## src/rtl/ringbus_tx.sv

```systemverilog
// Ringbus serial transmitter: start bit, WIDTH data bits MSB first, optional parity, then GAP idle cycles.
// Optional even parity bit is compiled in with `define RINGBUS_TX_PARITY_EN.
module ringbus_tx #(
    parameter int WIDTH = 32,
    parameter int GAP   = 2
) (
    input  logic             CLK,
    input  logic             MIB_MASTER_RESET,
    input  logic [WIDTH-1:0] t0_data,
    input  logic             t0_valid,
    output logic             t0_ready,
    output logic             o_ringbus,
    output logic             o_busy,
    output logic [15:0]      o_frames_sent
);

    // Counter widens only when WIDTH exceeds 32 so the last bit stays reachable.
    localparam int                CNT_W    = (WIDTH > 32) ? 6 : 5;
    localparam logic [CNT_W-1:0]  LAST_BIT = CNT_W'(WIDTH - 1);
    localparam logic [3:0]        GAP_LAST = 4'(GAP - 1);

    typedef enum logic [2:0] {
        S_IDLE,
        S_START,
        S_DATA,
`ifdef RINGBUS_TX_PARITY_EN
        S_PARITY,
`endif
        S_GAP
    } state_t;

    state_t             state_q, state_d;
    logic [WIDTH-1:0]   shift_q, shift_d;
    logic [CNT_W-1:0]   bit_cnt_q, bit_cnt_d;
    logic [3:0]         gap_cnt_q, gap_cnt_d;
    logic [15:0]        frames_q, frames_d;
    logic               line_q, line_d;
    logic               busy_q, busy_d;
`ifdef RINGBUS_TX_PARITY_EN
    logic               parity_q, parity_d;
`endif

    always_ff @(posedge CLK) begin
        if (MIB_MASTER_RESET) begin
            state_q   <= S_IDLE;
            shift_q   <= '0;
            bit_cnt_q <= '0;
            gap_cnt_q <= '0;
            frames_q  <= '0;
            line_q    <= 1'b0;
            busy_q    <= 1'b0;
`ifdef RINGBUS_TX_PARITY_EN
            parity_q  <= 1'b0;
`endif
        end else begin
            state_q   <= state_d;
            shift_q   <= shift_d;
            bit_cnt_q <= bit_cnt_d;
            gap_cnt_q <= gap_cnt_d;
            frames_q  <= frames_d;
            line_q    <= line_d;
            busy_q    <= busy_d;
`ifdef RINGBUS_TX_PARITY_EN
            parity_q  <= parity_d;
`endif
        end
    end

    always_comb begin
        state_d   = state_q;
        shift_d   = shift_q;
        bit_cnt_d = bit_cnt_q;
        gap_cnt_d = gap_cnt_q;
`ifdef RINGBUS_TX_PARITY_EN
        parity_d  = parity_q;
`endif
        case (state_q)
            S_IDLE: begin
                if (t0_valid && t0_ready) begin
                    state_d = S_START;
                    shift_d = t0_data;
`ifdef RINGBUS_TX_PARITY_EN
                    parity_d = ^t0_data;
`endif
                end
            end
            S_START: begin
                state_d   = S_DATA;
                bit_cnt_d = '0;
            end
            S_DATA: begin
                if (bit_cnt_q == LAST_BIT) begin
`ifdef RINGBUS_TX_PARITY_EN
                    state_d = S_PARITY;
`else
                    if (GAP > 0) begin
                        state_d   = S_GAP;
                        gap_cnt_d = '0;
                    end else begin
                        state_d = S_IDLE;
                    end
`endif
                end else begin
                    bit_cnt_d = bit_cnt_q + 1'b1;
                end
            end
`ifdef RINGBUS_TX_PARITY_EN
            S_PARITY: begin
                if (GAP > 0) begin
                    state_d   = S_GAP;
                    gap_cnt_d = '0;
                end else begin
                    state_d = S_IDLE;
                end
            end
`endif
            S_GAP: begin
                if (gap_cnt_q == GAP_LAST) state_d = S_IDLE;
                else                       gap_cnt_d = gap_cnt_q + 1'b1;
            end
            default: state_d = S_IDLE;
        endcase
        // The MSB is presented on the line as it is shifted out.
        if (state_d == S_DATA) shift_d = shift_q << 1;
    end

    always_comb begin
        t0_ready = (state_q == S_IDLE) && !MIB_MASTER_RESET;
        busy_d   = (state_d != S_IDLE);
        frames_d = frames_q;
        if (state_d == S_IDLE && state_q != S_IDLE) frames_d = frames_q + 16'd1;
        case (state_d)
            S_START:  line_d = 1'b1;
            S_DATA:   line_d = shift_q[WIDTH-1];
`ifdef RINGBUS_TX_PARITY_EN
            S_PARITY: line_d = parity_q;
`endif
            default:  line_d = 1'b0;
        endcase
    end

    assign o_ringbus     = line_q;
    assign o_busy        = busy_q;
    assign o_frames_sent = frames_q;

endmodule

```

## config.mk

```make
export PLATFORM = sky130hd
export DESIGN_NAME = ringbus_tx
export DESIGN_NICKNAME = d
export VERILOG_FILES = /design/src/rtl/ringbus_tx.sv
export SDC_FILE = /design/constraint.sdc
export NUM_CORES = 1
export LEC_CHECK = 0
export BUFFER_PORTS_ARGS = -buffer_cell sky130_fd_sc_hd__clkbuf_2
export CAP_MARGIN = 15
export CORE_UTILIZATION = 34
export DETAILED_ROUTE_END_ITERATION = 8
export PLACE_DENSITY = 0.5
export SYNTH_ARGS = -nofsm -noshare
export SYNTH_HDL_FRONTEND = slang
export SYNTH_SLANG_ARGS = --single-unit
export TNS_END_PERCENT = 1
```

## constraint.sdc

```tcl
create_clock -name CLK -period 2.46 [get_ports CLK]
set_input_delay 0.369 -clock CLK [delete_from_list [all_inputs] [get_ports CLK]]
set_output_delay 0.369 -clock CLK [all_outputs]
set_load 0.02 [all_outputs]
```

==> impl_metrics.json <==
{
  "outcome": "finished, final reports clean",
  "vias": 2553,
  "cp_common_cell": "ha_1",
  "syn_area_sq_um": 2780,
  "via_per_inst": 5.42,
  "numCtsBuffers": 9,
  "cp_slowest_cell": "or4b_4",
  "seq_area_frac_synth": 0.446,
  "timing.max_cap.violations": 0,
  "finalClockSkew_ns": 0.00930,
  "fillers": 817,
  "finalSetupViolations": 0,
  "arrival_ns": 2.42,
  "dpl.hpwl_um": 4090,
  "final-hold-violation-count": 0,
  "synthTopCellsByCount": "dfxtp_1 (62), a21oi_1 (46), nand3_1 (37), a22oi_1 (31), nor2_1 (22)",
  "wirelength_met1_um": 3290,
  "ys_seq_elements": 62,
  "final_layout_size_suffix_gt1_frac": 0.236,
  "relSlewSlack": 0.542,
  "endpoint_kind": "register",
  "report.final.slew_viol_count": 0,
  "netlist_instances": 318,
  "rows": 32,
  "port_buffers": 53,
  "multi_input_area_sq_um": 1380,
  "path_cells": "ha_1 > and3_1 > ha_1 > or4b_4 > and2_1 > buf_12 > a21oi_2 > nor2_1",
  "post-synth-top-count-cell": "dfxtp_1",
  "netlist.area_leader.share": 0.446,
  "antenna_found_initial": 0,
  "io_pins": 54,
  "synth.avg_cell_area_sq_um": 8.75,
  "required_ns": 2.66,
  "die_h_um": 92.5,
  "drt_iter0_markers": 142,
  "top_layer_used": "met4",
  "crit_type": "reg2reg",
  "diodes": 0,
  "synth_edf_count": 0,
  "drc": 0,
  "synth_fp_nets": 358,
  "ys.flop_type": "dfxtp_1",
  "cts_max_path_buffers": 2,
  "grt_pass1_wl_um": 11300,
  "tightest_slew_ns": 0.688,
  "rsz0062_at_grt": "no",
  "wl_met2_um": 3030,
  "cp_top_family": "simple AND/OR/NAND/NOR gates",
  "start_kind": "register",
  "cts.repair.resized": 0,
  "final_net_count": 404,
  "fmax_mhz": 451,
  "initial_utilization": 0.356,
  "period_needed_ns": 2.22,
  "core_area_sq_um": 7810,
  "async_flop_share": 0,
  "grt.overflow.total": 0,
  "cts_num_sinks": 62,
  "clock_latency_ns": 0.34,
  "grt_max_degree": 65,
  "wirelength_um": 6670,
  "cts_tree": "yes",
  "period_share": 0.901,
  "hold_path_class": "in2reg",
  "p_per_area_nw_per_um2": 683,
  "post_cts_buffers": 0,
  "path_clk_slew_ns": 0.08,
  "max_stage_delay_ns": 0.52,
  "yosysTopAreaCell": "dfxtp_1",
  "wl_per_cell_um": 14.2,
  "grt_use_total": 0.165,
  "grt_pass1_vias": 2425,
  "die_area_sq_um": 8550,
  "wl_met3_um": 269,
  "drt_pass1_iterations": 4,
  "htreeDepth": 3,
  "layout-area-overhead-vs-synth_pct": 20.8,
  "synthTopCellsByArea": "dfxtp_1 (45%), a22oi_1 (8.4%), a21oi_1 (8.3%)",
  "fp.dieW_um": 92.5,
  "power_mw": 2.29,
  "gpl.final_weighted_congestion": 0.721,
  "p_leak_nw": 1.23,
  "cts_hold_buffers": 0,
  "clockRootBuffer": "clkbuf_8",
  "antenna_left": 0,
  "ff_latch_area_sq_um": 1240,
  "worst-path-max-fanout": 34,
  "ir_worst_vdd_uv": 277,
  "synth_cell_types": 45,
  "critPathBufInv": 1,
  "yosysWarningCount": 0,
  "totalNegativeSetupSlack_ns": 0
}
worst register-to-register path: stages (launching register included):
cell	delay (ns)
dfxtp_1	0.35
ha_1	0.24
and3_1	0.19
ha_1	0.23
or4b_4	0.52
and2_1	0.20
buf_12	0.18
a21oi_2	0.14
nor2_1	0.04
registers in the layout, indices dropped and copies added (netlist names):
signal,count
shift_q,32
state_q,3
o_ringbus,1
gap_cnt_q,4
bit_cnt_q,5
o_frames_sent,16
o_busy,1
area by class of cell:
type,count,area share
Sequential cell,62,0.369
Multi-Input combinational cell,227,0.412
Clock buffer,10,0.0410
Inverter,3,0.00335
Timing Repair Buffer,61,0.104
Tap cell,102,0.0380
Clock inverter,6,0.0324
cell usage in the layout, fill, tap and decap left out, types with 5 or more instances in the layout:
master / count
dfxtp_1: 62
buf_4: 6
a21oi_1: 46
o21ai_0: 5
or3_1: 6
nor2_1: 22
clkbuf_2: 53
o31ai_1: 5
ha_1: 5
a22oi_1: 31
nand2_1: 14
nand3_1: 37
clkbuf_8: 10
nand4_1: 7
report_power, final:
| group | total [mW] | internal (mW) | switching [mW] |
|---|---|---|---|
| Clock | 1.10 | 0.699 | 0.403 |
| Combinational | 0.145 | 0.0593 | 0.0852 |
| Sequential | 1.05 | 1.03 | 0.0187 |
kinds of logic (layout without fill, tap and decap cells):
| group | count (synthesis) | in the layout | synth area share |
|---|---|---|---|
| AO/OA/AOI/OAI | 95 | 95 | 0.212 |
| buffers and inverters | 29 | 80 | 0.0567 |
| XOR/XNOR | 4 | 4 | 0.0126 |
| AND/OR/NAND/NOR | 116 | 116 | 0.225 |
| flip-flops | 62 | 62 | 0.446 |
| adder cells (fa/ha/maj) | 5 | 5 | 0.0225 |
| multiplexers | 6 | 6 | 0.0234 |
| other | 1 | 1 | 0.00135 |
path summary, 6_finish.rpt:
path | startpoint | slack (ns) | depth (start not counted) | to
worst max-delay path | bit_cnt_q[0]$_SDFFE_PP0P_ | 0.24 | 8 | bit_cnt_q[0]$_SDFFE_PP0P_
worst min-delay path | t0_data[0] | 0.25 | 3 | shift_q[0]$_SDFFE_PP0P_
worst max register to register | bit_cnt_q[0]$_SDFFE_PP0P_ | 0.24 | 8 | bit_cnt_q[0]$_SDFFE_PP0P_
worst min register to register | shift_q[26]$_SDFFE_PP0P_ | 0.47 | 2 | shift_q[26]$_SDFFE_PP0P_
through the flow:
stage	util	area (sq um)	hold WS, ns	setup WS, ns	cells
2_1_floorplan	-	2780	0.436	0.318	318
3_3_place_gp	0.399	3110	0.452	0.280	455
3_5_place_dp	0.399	3110	0.458	0.259	455
4_1_cts	0.430	3360	0.232	0.241	471
5_1_grt	0.430	3360	0.254	0.121	471
6_report	0.430	3360	0.250	0.243	471
per-layer routing:
layer  track usage  up-vias
met5             0        -
met4        0.0859        0
met3        0.0287        6
met2         0.260       56
met1         0.215     1216
li1              -     1275
Note: power is estimated with default switching activity, not from simulation.
